<file path="src/rtl/hm_pkg.sv">
// Shared constants and types for the heart-rate monitor blocks.
// The monitor's x6 BPM scaling assumes the default 10 s counting window.
package hm_pkg;

    localparam int COUNT_W           = 8;
    localparam int DEF_CLKS_PER_TICK = 1000;
    localparam int DEF_WINDOW_TICKS  = 10000;

    typedef enum logic [1:0] {
        IDLE,
        ARMED,
        LOCKOUT
    } state_t;

    // Counter width for a modulus n, never narrower than one bit.
    function automatic int cnt_w(input int n);
        return (n > 1) ? $clog2(n) : 1;
    endfunction

endpackage

</file>
<file path="src/rtl/pulse_sync_edge.sv">
// Multi-flop synchroniser for an asynchronous level, followed by a rising-edge detector.
// Also intended for reuse on the fall sensor input.
module pulse_sync_edge #(
    parameter int SYNC_STAGES = 2
) (
    input  logic clk,
    input  logic reset,
    input  logic din,
    output logic rise
);

    logic [SYNC_STAGES-1:0] sync_reg;
    logic                   prev_reg;

    generate
        for (genvar gi = 0; gi < SYNC_STAGES; gi++) begin : g_stage
            if (gi == 0) begin : g_first
                always_ff @(posedge clk or posedge reset) begin
                    if (reset) sync_reg[gi] <= 1'b0;
                    else       sync_reg[gi] <= din;
                end
            end else begin : g_next
                always_ff @(posedge clk or posedge reset) begin
                    if (reset) sync_reg[gi] <= 1'b0;
                    else       sync_reg[gi] <= sync_reg[gi-1];
                end
            end
        end
    endgenerate

    always_ff @(posedge clk or posedge reset) begin
        if (reset) prev_reg <= 1'b0;
        else       prev_reg <= sync_reg[SYNC_STAGES-1];
    end

    assign rise = sync_reg[SYNC_STAGES-1] & ~prev_reg;

endmodule

</file>
<file path="src/rtl/pulse_window_counter.sv">
// Counts synchronised pulse edges over back-to-back fixed windows and strobes the saturated count.
// Optional post-pulse lockout is built only when PULSE_REFRACTORY_EN is defined.
module pulse_window_counter
    import hm_pkg::*;
#(
    parameter int CLKS_PER_TICK    = DEF_CLKS_PER_TICK,
    parameter int WINDOW_TICKS     = DEF_WINDOW_TICKS,
    parameter int SYNC_STAGES      = 2,
    parameter int REFRACTORY_TICKS = 250
) (
    input  logic               clk,
    input  logic               reset,
    input  logic               enable,
    input  logic               pulse_in,
    output logic [COUNT_W-1:0] pulse_count,
    output logic               count_valid,
    output logic               overflow,
    output logic               window_active
);

    localparam int PRE_W = cnt_w(CLKS_PER_TICK);
    localparam int WIN_W = cnt_w(WINDOW_TICKS);
    localparam logic [PRE_W-1:0] PRE_LAST = PRE_W'(CLKS_PER_TICK - 1);
    localparam logic [WIN_W-1:0] WIN_LAST = WIN_W'(WINDOW_TICKS - 1);

    generate
        if (SYNC_STAGES < 2 || CLKS_PER_TICK < 1 || WINDOW_TICKS < 1 || REFRACTORY_TICKS < 1) begin : g_bad_params
            $error("pulse_window_counter: invalid parameter value");
        end
    endgenerate

    state_t             state_reg, state_next;
    logic [PRE_W-1:0]   presc_reg;
    logic [WIN_W-1:0]   win_reg;
    logic [COUNT_W:0]   acc_reg;
    logic [COUNT_W:0]   acc_sum;
    logic               edge_det;
    logic               running;
    logic               tick;
    logic               window_end;
    logic               edge_cnt;

    pulse_sync_edge #(
        .SYNC_STAGES(SYNC_STAGES)
    ) u_sync (
        .clk   (clk),
        .reset (reset),
        .din   (pulse_in),
        .rise  (edge_det)
    );

    // Dropping enable takes effect in the same cycle: nothing counts and no strobe fires.
    assign running    = enable && (state_reg != IDLE);
    assign tick       = running && (presc_reg == PRE_LAST);
    assign window_end = tick && (win_reg == WIN_LAST);
    assign edge_cnt   = running && (state_reg == ARMED) && edge_det;
    // acc_reg saturates at 256, so this sum never exceeds 257 and bit COUNT_W flags overflow.
    assign acc_sum    = acc_reg + {{COUNT_W{1'b0}}, edge_cnt};

`ifdef PULSE_REFRACTORY_EN
    localparam int REF_W = cnt_w(REFRACTORY_TICKS);
    localparam logic [REF_W-1:0] REF_LAST = REF_W'(REFRACTORY_TICKS - 1);

    logic [REF_W-1:0] ref_reg;
    logic             ref_done;

    assign ref_done = tick && (ref_reg == REF_LAST);

    always_ff @(posedge clk or posedge reset) begin
        if (reset)
            ref_reg <= '0;
        else if (!running || state_reg != LOCKOUT)
            ref_reg <= '0;
        else if (tick)
            ref_reg <= ref_done ? '0 : ref_reg + 1'b1;
    end
`endif

    always_ff @(posedge clk or posedge reset) begin
        if (reset) state_reg <= IDLE;
        else       state_reg <= state_next;
    end

    always_comb begin
        state_next = state_reg;
        if (!enable) begin
            state_next = IDLE;
        end else begin
            case (state_reg)
                IDLE: state_next = ARMED;
                ARMED: begin
`ifdef PULSE_REFRACTORY_EN
                    if (edge_cnt) state_next = LOCKOUT;
`endif
                end
                LOCKOUT: begin
`ifdef PULSE_REFRACTORY_EN
                    if (ref_done) state_next = ARMED;
`else
                    state_next = IDLE;
`endif
                end
                default: state_next = IDLE;
            endcase
        end
    end

    always_ff @(posedge clk or posedge reset) begin
        if (reset) begin
            presc_reg <= '0;
            win_reg   <= '0;
        end else if (!running) begin
            presc_reg <= '0;
            win_reg   <= '0;
        end else begin
            presc_reg <= tick ? '0 : presc_reg + 1'b1;
            if (tick)
                win_reg <= window_end ? '0 : win_reg + 1'b1;
        end
    end

    always_ff @(posedge clk or posedge reset) begin
        if (reset)
            acc_reg <= '0;
        else if (!running || window_end)
            acc_reg <= '0;
        else if (edge_cnt && !acc_reg[COUNT_W])
            acc_reg <= acc_sum;
    end

    always_ff @(posedge clk or posedge reset) begin
        if (reset) begin
            pulse_count <= '0;
            overflow    <= 1'b0;
            count_valid <= 1'b0;
        end else begin
            count_valid <= window_end;
            if (window_end) begin
                pulse_count <= acc_sum[COUNT_W] ? {COUNT_W{1'b1}} : acc_sum[COUNT_W-1:0];
                overflow    <= acc_sum[COUNT_W];
            end
        end
    end

    assign window_active = (state_reg != IDLE);

endmodule

</file>
<file path="config.mk">
export PLATFORM = sky130hd
export DESIGN_NAME = pulse_window_counter
export DESIGN_NICKNAME = d
export VERILOG_FILES = /design/src/rtl/hm_pkg.sv /design/src/rtl/pulse_sync_edge.sv /design/src/rtl/pulse_window_counter.sv
export SDC_FILE = /design/constraint.sdc
export NUM_CORES = 1
export LEC_CHECK = 0
export CAP_MARGIN = 25
export CORE_ASPECT_RATIO = 0.6
export CORE_MARGIN = 2
export CORE_UTILIZATION = 60
export DETAILED_ROUTE_END_ITERATION = 6
export PLACE_DENSITY = 0.88
export SLEW_MARGIN = 0
export SYNTH_ARGS = -nofsm -noshare
export SYNTH_HDL_FRONTEND = slang
export SYNTH_SLANG_ARGS = --single-unit
</file>
<file path="constraint.sdc">
create_clock -name clk -period 4.8 [get_ports clk]
set_input_delay 0.96 -clock clk [delete_from_list [all_inputs] [get_ports clk]]
set_output_delay 0.96 -clock clk [all_outputs]
set_load 0.05 [all_outputs]
</file>
==> run summary, run 1 <==
Outcome: finished clean
Pin slew with the least headroom to its limit: 0.532 ns
Synth Area in Adders: 2.09%
Simple-gate area share of the yosys netlist: 26.5%
Post-synthesis xor/xnor area fraction: 6.95%
Fmax: 314 MHz
Post-synth top flop: dfrtp_1
Worst EP required: 4.98 ns
Clock sink total: 47
CTS clk-pin slew, worst paths: 0.09 ns
Pin count of the biggest net entering global routing: 48
Commonest non-fill, non-tap cell in the layout: dfrtp_1
Initial Util: 64.0%
Multiplexer share of the synthesized area: 0.418%
Multi-input logic area: 1150 um2
Cell Rows: 17
Fin crit share: 66.4%
R2R Setup Slk: 2.38 ns
Yosys reg bits: 47
Min-Delay Path Depth: 0
Hold WS: 0.352 ns
Seq/Total Area, Yosys: 49.1%
Cts bufs inserted: 5
Synth top area share: 49.1%
Buffer count from post-CTS setup fixing: 0
Drt wl/cell: 19.7 um
Layout cells sized above 1: 9.20%
Slowest stage delay, CP: 0.55 ns
Vias per inst: 6.65
Worst Setup Start Kind: input pin
Worst R2R Path Depth: 8
Ant. Diodes: 0
Die width: 85.6 um
Critical path's top delay family: simple AND/OR/NAND/NOR gates
Peak supply drop: 0.240 mV
Crit path max fanout: 9
Iteration-0 DRC Markers: 262
Buf/Inv on CP: 2
Slowest CP cell: clkdlybuf4s50_1
Area contributors post-synth: dfrtp_1 (49%), xnor2_1 (5.5%), nor2_1 (3.9%), a2bb2oi_1 (2.9%), a21oi_1 (2.7%)
Initial antenna violation count: 0
Post-synth EDFFs: 0
Initial DRT Pass Iterations: 5
Minimum clock period: 3.19 ns
Maximum level of the CTS H-tree: 2
Syn Nets: 242
Antenna-violating nets left: 0
Compound-Gate Fraction of Synth Area: 12.3%
Pwr Total: 694 uW
Vias in the first global route: 1846
Max cap viols: 0
Most frequent cells in the layout: dfrtp_1 (47), nor2_1 (25), nand2_1 (15), xnor2_1 (15), clkdlybuf4s50_1 (14)
Post-synth top area cell: dfrtp_1
Layout area overhead: 12.1%
Largest family of logic cells by synthesized area: simple AND/OR/NAND/NOR gates
Aggregate global-route resource usage: 29.0%
Number of buffers added on ports: 14
# nets final: 257
DIE HEIGHT: 52.9 um
# fillers: 273
Vias: 1974
Global-route wire length before repair: 9600 um
RSZ-0062 raised after global routing: no
CP Capture Type: flip-flop
Most frequent CP cell: ha_1
HPWL Detailed: 4000 um
Unique cell type count in the Yosys netlist: 51
Worst-skew pair later-pin latency: 0.31 ns
Routed wire length: 5860 um
Type of the worst setup path: input pin to flip-flop
Largest register FFs: 14
Cell Chain, Critical Path: clkdlybuf4s50_1 -> nand4b_2 -> inv_1 -> ha_1 -> ha_1 -> nand4_1 -> o21a_1 -> nor4_4 -> a2bb2oi_1
Yosys warnings: 0
Maximum buffer depth of the clock tree: 2
Mean Syn Cell Area: 10.2 um2
Total grt overflow: 0
Hold-fix buffers, CTS: 0
Post-CTS Resized: 0
Slew headroom: 64.4%
Root Buffer: clkbuf_8
Post-Synthesis Cells: 234
Slew Viols, Final: 0
Synth Cell Area: 2390 um2
Pwr Density: 259 nW/um2
Final Hold Viols: 0
Leak: 1.07 nW
Core Area: 3740 um2
# DRC: 0
CTS tree: yes
Ys async rst share: 100%
Min-Delay Path Class: flip-flop to flip-flop
# IOs: 15
Reg area: 1180 um2
Setup tns final: 0 ns
Data arrival time of the worst path: 3.36 ns
Final Skew: 0.00826 ns
# setup viols final: 0
GP Congestion: 1.02
WP depth: 9
DIE AREA: 4530 um2
cells by family after synthesis:
| logic type | Yosys count |
|---|---|
| buf+inv | 15 |
| xor+xnor | 19 |
| compound gates | 43 |
| flops | 47 |
| fa+ha+maj | 4 |
| simple gates | 105 |
| mux | 1 |
area by class of cell:
type	count	share of cell area (%)
sequential	47	43.8
multi-input combinational	172	43.0
inverter	8	1.12
clock buffer	7	3.59
timing repair buffer	15	5.97
clock inverter	1	0.280
tap	47	2.19
power breakdown:
part	total, mW	internal [mW]	switching (mW)
Clock	0.269	0.131	0.138
Combinational	0.0256	0.00681	0.0188
Sequential	0.400	0.398	0.00171
path summary, 6_finish.rpt:
path,endpoint,start
max in group asynchronous,win_reg[11],reset
min reg2reg,u_sync.sync_reg[1],u_sync.sync_reg[0]
max,pulse_count[3],enable
min in group asynchronous,acc_reg[8],reset
max reg2reg,pulse_count[3],state_reg[0]
min,u_sync.sync_reg[1],u_sync.sync_reg[0]
layer usage:
metal | vias to the layer above | part of all wire [%] | GRT usage (%)
met5 | - | 0 | 0
met4 | 0 | 2.7 | 12.2
met3 | 21 | 9.3 | 7.64
met2 | 121 | 41 | 39.2
met1 | 945 | 47 | 43.6
li1 | 887 | - | -
metrics by stage:
step                instance area, um2  worst slack, ns  utilization [%]  cells
finish                            2680             1.61             71.7    297
global route                      2680             1.37             71.7    297
CTS                               2660             1.67             71.2    296
detailed placement                2560             1.33             68.4    288
global placement                  2560             1.47             68.4    288
floorplan                         2390             2.20                -    234
Yosys cell counts, types with 2 or more instances:
cell,number
nor3b_1,2
nand4_2,2
a32o_1,2
nand3_1,12
dfrtp_1,47
ha_1,4
inv_1,8
or4_1,5
xnor2_1,15
or3_1,3
nor3_1,11
and3_1,2
and4_1,6
nand4_1,4
o21ai_0,7
buf_2,2
or3_2,2
nor2_1,25
clkbuf_1,3
a2bb2oi_1,8
xor2_1,4
a21oi_1,13
nand2_1,15
o31ai_1,3
nor4_1,3
Note: power is estimated with default switching activity, not from simulation.
==> run 2, diff against run 1 <==
--- a/config.mk
+++ b/config.mk
@@ -8,9 +8,9 @@
 export CAP_MARGIN = 25
 export CORE_ASPECT_RATIO = 0.6
 export CORE_MARGIN = 2
-export CORE_UTILIZATION = 60
+export CORE_UTILIZATION = 58
 export DETAILED_ROUTE_END_ITERATION = 6
-export PLACE_DENSITY = 0.88
+export PLACE_DENSITY = 0.85
 export SLEW_MARGIN = 0
 export SYNTH_ARGS = -nofsm -noshare
 export SYNTH_HDL_FRONTEND = slang
==> constraint.sdc (replaced) <==
create_clock -name clk -period 3.2 [get_ports clk]
set_input_delay 0.64 -clock clk [delete_from_list [all_inputs] [get_ports clk]]
set_output_delay 0.64 -clock clk [all_outputs]
set_load 0.05 [all_outputs]
==> run 2 against run 1 <==
Clock power grew 35%. Critical path depth unchanged. Via count shrank 3.5%. Global-route usage fell by 4.0 points. First-iteration DRC count decreased by 35%. Count of clock-buffer cells in the layout shrank 2. Power is 44% higher. Final cell count up 1.7%. Clock skew grew 0.0071 ns. Worst hold slack better by 0.0020 ns. Critical path type unchanged. Largest cell class unchanged.
==> run summary, run 2 (synthesis results as in run 1) <==
Outcome: finished clean
Vias in the first global route: 1815 (-1.7%)
Die width: 87.0 um (+1.6%)
Number of buffers added on ports: 14 (unchanged)
Largest register FFs: 14 (unchanged)
Core Area: 4030 um2 (+7.7%)
Reg area: 1180 um2 (unchanged)
Pwr Density: 372 nW/um2 (+44%)
GP Congestion: 0.900 (-11%)
Worst R2R Path Depth: 8 (unchanged)
Leak: 1.07 nW (-0.18%)
Min-Delay Path Class: flip-flop to flip-flop
CP startpoint: enable
Vias: 1905 (-3.5%)
Maximum buffer depth of the clock tree: 2 (unchanged)
# IOs: 15 (unchanged)
Min-delay src: u_sync.sync_reg[0]
Fin crit share: 85.2%
Iteration-0 DRC Markers: 170 (-35%)
Setup tns final: 0 ns (unchanged)
Total grt overflow: 0 (unchanged)
Layout cells sized above 1: 9.92% (+0.72 points)
Dpl cells: 293 (+1.7%)
# fillers: 320 (+17%)
# nets final: 259 (+0.78%)
Peak supply drop: 0.326 mV (+36%)
Ant. Diodes: 0 (unchanged)
RSZ-0062 raised after global routing: no
Clock sink total: 47 (unchanged)
Final Skew: 0.0153 ns (+0.00708 ns)
Cts bufs inserted: 5 (unchanged)
DIE AREA: 4680 um2 (+3.2%)
HPWL Detailed: 3690 um (-7.8%)
Crit path max fanout: 8 (-1)
Final Hold Viols: 0 (unchanged)
Most frequent cells in the layout: dfrtp_1 (47), nor2_1 (25), nand2_1 (15), xnor2_1 (15), clkdlybuf4s50_1 (14)
DIE HEIGHT: 53.8 um (+1.6%)
Fin area: 2690 um2 (+0.14%)
Initial antenna violation count: 0 (unchanged)
Max cap viols: 0 (unchanged)
Pin count of the biggest net entering global routing: 48 (unchanged)
Min-Delay Path Depth: 0 (unchanged)
Commonest non-fill, non-tap cell in the layout: dfrtp_1
Worst EP required: 3.38 ns (-1.60 ns)
Multi-input logic area: 1150 um2 (unchanged)
Layout area overhead: 12.2%
Vias per inst: 6.31 (-5.1%)
Slew headroom: 65.6% (+1.1 points)
Maximum level of the CTS H-tree: 2 (unchanged)
Initial Util: 59.4% (-4.6 points)
CTS tree: yes
Data arrival time of the worst path: 2.91 ns (-0.45 ns)
RR Startpoint: state_reg[0]
# setup viols final: 0 (unchanged)
Worst Setup Start Kind: input pin
Initial DRT Pass Iterations: 4 (-1)
Aggregate global-route resource usage: 25.0% (-4.0 points)
Minimum clock period: 2.73 ns
Worst-skew pair later-pin latency: 0.31 ns (about the same)
Pin slew with the least headroom to its limit: 0.515 ns (-0.0168 ns)
Fmax: 367 MHz
Antenna-violating nets left: 0 (unchanged)
Final cell count without fillers: 302 (+1.7%)
Buffer count from post-CTS setup fixing: 0 (unchanged)
Setup ws final: 0.472 ns (-1.14 ns)
Slew Viols, Final: 0 (unchanged)
CP Capture Type: flip-flop
Global-route wire length before repair: 8610 um (-10%)
Root Buffer: clkbuf_8
Cell Rows: 18 (+1)
Pwr Total: 1000 uW (+44%)
Setup WS pre-CTS: 0.164 ns (-1.17 ns)
Routed wire length: 5230 um (-11%)
Type of the worst setup path: input pin to flip-flop
# DRC: 0 (unchanged)
CTS clk-pin slew, worst paths: 0.10 ns (about the same)
Post-CTS Resized: 0 (unchanged)
Hold-fix buffers, CTS: 0 (unchanged)
Drt wl/cell: 17.3 um (-12%)
Placement Cell Area: 2580 um2 (+0.73%)
[run 2: cell count changes in the layout (fill, tap and decap cells not counted), sizes merged]
cell,previous run,this run
clkinv,0,1
clkbuf,7,5
clkinvlp,1,2
buf,1,3
[run 2: critical path, stage by stage]
cell	delay (ns)
clkdlybuf4s50_1	0.56
nand4b_2	0.14
inv_1	0.07
ha_1	0.15
ha_1	0.22
nand4_1	0.22
o21a_1	0.29
nor4_4	0.45
a2bb2oi_1	0.15
[run 2: stage by stage]
step	hold slack [ns]	utilization [%]
global placement	0.338	64.0
detailed placement	0.338	64.0
global route	0.370	66.7
CTS	0.357	66.2
finish	0.354	66.7
floorplan	0.331	-
[run 2: final cells by class]
type	instances	share of cell area, %
inverter	8	1.12
timing repair buffer	17	6.52
clock buffer	5	2.56
clock inverter	3	0.745
sequential	47	43.8
multi-input combinational	172	43.0
tap	50	2.33
[run 2: path summary, 6_finish.rpt]
| path | endpoint | slack (ns) |
|---|---|---|
| min | u_sync.sync_reg[1] | 0.35 |
| min in group asynchronous | state_reg[0] | 0.55 |
| max | pulse_count[4] | 0.47 |
| min reg2reg | u_sync.sync_reg[1] | 0.35 |
| max in group asynchronous | win_reg[1] | 2.17 |
| max reg2reg | pulse_count[4] | 0.93 |
[run 2: where the power goes]
group | internal [mW] | switching, mW | total (mW)
clock network | 0.152 | 0.210 | 0.362
logic | 0.0105 | 0.0275 | 0.0381
registers | 0.597 | 0.00261 | 0.600
total | 0.760 | 0.240 | 1.00
[run 2: per-layer routing]
| layer | wire length, um | GRT usage (%) | share of wire (%) |
|---|---|---|---|
| met1 | 2570 | 35.5 | 49 |
| met2 | 2230 | 37.4 | 43 |
| met3 | 353 | 5.67 | 6.7 |
| met4 | 80 | 10.2 | 1.5 |
| met5 | 0 | 0 | 0 |
==> run 3, diff against run 2 <==
--- a/config.mk
+++ b/config.mk
@@ -5,12 +5,15 @@
 export SDC_FILE = /design/constraint.sdc
 export NUM_CORES = 1
 export LEC_CHECK = 0
+export ABC_CLOCK_PERIOD_IN_PS = 3200
 export CAP_MARGIN = 25
 export CORE_ASPECT_RATIO = 0.6
 export CORE_MARGIN = 2
 export CORE_UTILIZATION = 58
 export DETAILED_ROUTE_END_ITERATION = 6
+export MAX_ROUTING_LAYER = met4
 export PLACE_DENSITY = 0.85
+export SKIP_LAST_GASP = 1
 export SLEW_MARGIN = 0
 export SYNTH_ARGS = -nofsm -noshare
 export SYNTH_HDL_FRONTEND = slang
==> run 3 against run 2 <==
Critical endpoint unchanged. Die area stayed put. Sequential power hardly changed. Core utilization stayed put. Largest power group unchanged.
==> run summary, run 3 (synthesis results as in run 1) <==
HPWL Detailed: 3690 um (unchanged)
Initial DRT Pass Iterations: 5 (+1)
Outcome: finished clean
Most frequent cells in the layout: dfrtp_1 (47), nor2_1 (25), nand2_1 (15), xnor2_1 (15), clkdlybuf4s50_1 (14)
Routed wire length: 5260 um (+0.55%)
DIE AREA: 4680 um2 (unchanged)
Slew Viols, Final: 0 (unchanged)
Pin count of the biggest net entering global routing: 48 (unchanged)
Setup tns final: 0 ns (unchanged)
Worst Setup Start Kind: input pin
CTS tree: yes
Min-Delay Path Class: flip-flop to flip-flop
Vias: 1886 (-1.0%)
CTS clk-pin slew, worst paths: 0.10 ns (about the same)
Commonest non-fill, non-tap cell in the layout: dfrtp_1
Vias in the first global route: 1810 (-0.28%)
Fin util: 66.7% (unchanged)
Largest register FFs: 14 (unchanged)
Leak: 1.07 nW (unchanged)
Cts bufs inserted: 5 (unchanged)
Maximum level of the CTS H-tree: 2 (unchanged)
Hold WS: 0.355 ns (+0.000622 ns)
RSZ-0062 raised after global routing: no
Final Skew: 0.0156 ns (+0.000214 ns)
Crit path max fanout: 8 (unchanged)
Setup ws final: 0.445 ns (-0.0278 ns)
Total grt overflow: 0 (unchanged)
DIE HEIGHT: 53.8 um (unchanged)
Maximum buffer depth of the clock tree: 2 (unchanged)
Pin slew with the least headroom to its limit: 0.523 ns (+0.00808 ns)
Fmax: 363 MHz (-1.0%)
Critical path's top delay family: simple AND/OR/NAND/NOR gates
Pwr Density: 373 nW/um2 (+0.31%)
Type of the worst setup path: input pin to flip-flop
Clock sink total: 47 (unchanged)
Ant. Diodes: 0 (unchanged)
Initial Util: 59.4% (unchanged)
# IOs: 15 (unchanged)
Worst EP required: 3.39 ns (about the same)
Number of buffers added on ports: 14 (unchanged)
CP Capture Type: flip-flop
Layout cells sized above 1: 9.92% (unchanged)
Data arrival time of the worst path: 2.94 ns (+0.03 ns)
Slowest CP cell: clkdlybuf4s50_1
Cell Chain, Critical Path: clkdlybuf4s50_1 -> nand4b_2 -> inv_1 -> ha_1 -> ha_1 -> nand4_1 -> o21a_1 -> nor4_4 -> a2bb2oi_1
Fin crit share: 86.1% (+0.87 points)
Iteration-0 DRC Markers: 202 (+19%)
# DRC: 0 (unchanged)
Buf/Inv on CP: 2 (unchanged)
GP Congestion: 0.915 (+1.7%)
Aggregate global-route resource usage: 26.0% (+1.0 points)
Drt wl/cell: 17.4 um (+0.55%)
Post-CTS Resized: 0 (unchanged)
Cell Rows: 18 (unchanged)
Most frequent CP cell: ha_1
Root Buffer: clkbuf_8
Worst-skew pair later-pin latency: 0.32 ns (about the same)
Final Hold Viols: 0 (unchanged)
Initial antenna violation count: 0 (unchanged)
Core Area: 4030 um2 (unchanged)
Buffer count from post-CTS setup fixing: 0 (unchanged)
Minimum clock period: 2.76 ns (+0.0278 ns)
Vias per inst: 6.25 (-1.0%)
Slowest stage delay, CP: 0.56 ns (about the same)
Antenna-violating nets left: 0 (unchanged)
Global-route wire length before repair: 8630 um (+0.23%)
Max cap viols: 0 (unchanged)
Hold-fix buffers, CTS: 0 (unchanged)
# setup viols final: 0 (unchanged)
Setup WS pre-CTS: 0.164 ns (unchanged)
Slew headroom: 65.0% (-0.54 points)
Die width: 87.0 um (unchanged)
Peak supply drop: 0.327 mV (+0.38%)
Layout area overhead: 12.2% (unchanged)
# nets final: 259 (unchanged)
## run 3: final timing paths
check	start	to	slack (ns)	cells past startpoint
worst min-delay path	u_sync.sync_reg[0]	u_sync.sync_reg[1]	0.35	0
worst max register to register	state_reg[0]	pulse_count[4]	0.90	8
min in group asynchronous	reset	state_reg[0]	0.55	2
max in group asynchronous	reset	win_reg[13]	2.17	3
worst min register to register	u_sync.sync_reg[0]	u_sync.sync_reg[1]	0.35	0
worst max-delay path	enable	pulse_count[4]	0.44	9
## run 3: worst reg2reg max path: stages, from the launching register on
cell and delay (ns):
dfrtp_1 0.43, nand4b_2 0.13, inv_1 0.07, ha_1 0.15, ha_1 0.22, nand4_1 0.24, o21a_1 0.30, nor4_4 0.46
a2bb2oi_1 0.16
## run 3: per-stage QoR
| step | power (mW) | cell area, um2 | std cells |
|---|---|---|---|
| 2_1_floorplan | 0.634 | 2390 | 234 |
| 3_3_place_gp | 0.647 | 2580 | 293 |
| 3_5_place_dp | 0.647 | 2580 | 293 |
| 4_1_cts | 1.01 | 2670 | 301 |
| 5_1_grt | 1.04 | 2690 | 302 |
| 6_report | 1.00 | 2690 | 302 |
## run 3: final cells by class
type / count / area [um2]
Fill cell: 320 / 1340
Inverter: 8 / 30.0
Tap cell: 50 / 62.6
Clock buffer: 5 / 68.8
Multi-Input combinational cell: 172 / 1150
Clock inverter: 3 / 20.0
Timing Repair Buffer: 17 / 175
Sequential cell: 47 / 1180
## run 3: metal layers
metal | global-route usage (%) | vias to the layer above | wire, um
li1 | - | 892 | -
met1 | 35.7 | 928 | 2630
met2 | 37.4 | 59 | 2270
met3 | 7.82 | 7 | 290
met4 | 7.81 | 0 | 74
met5 | - | - | 0
## run 3: where the power goes
| group | internal, mW | leakage, nW | switching [mW] | total [mW] |
|---|---|---|---|---|
| Clock | 0.152 | 0.0402 | 0.213 | 0.365 |
| Sequential | 0.597 | 0.647 | 0.00263 | 0.600 |
| Combinational | 0.0105 | 0.385 | 0.0276 | 0.0381 |
| Total | 0.760 | 1.07 | 0.243 | 1.00 |
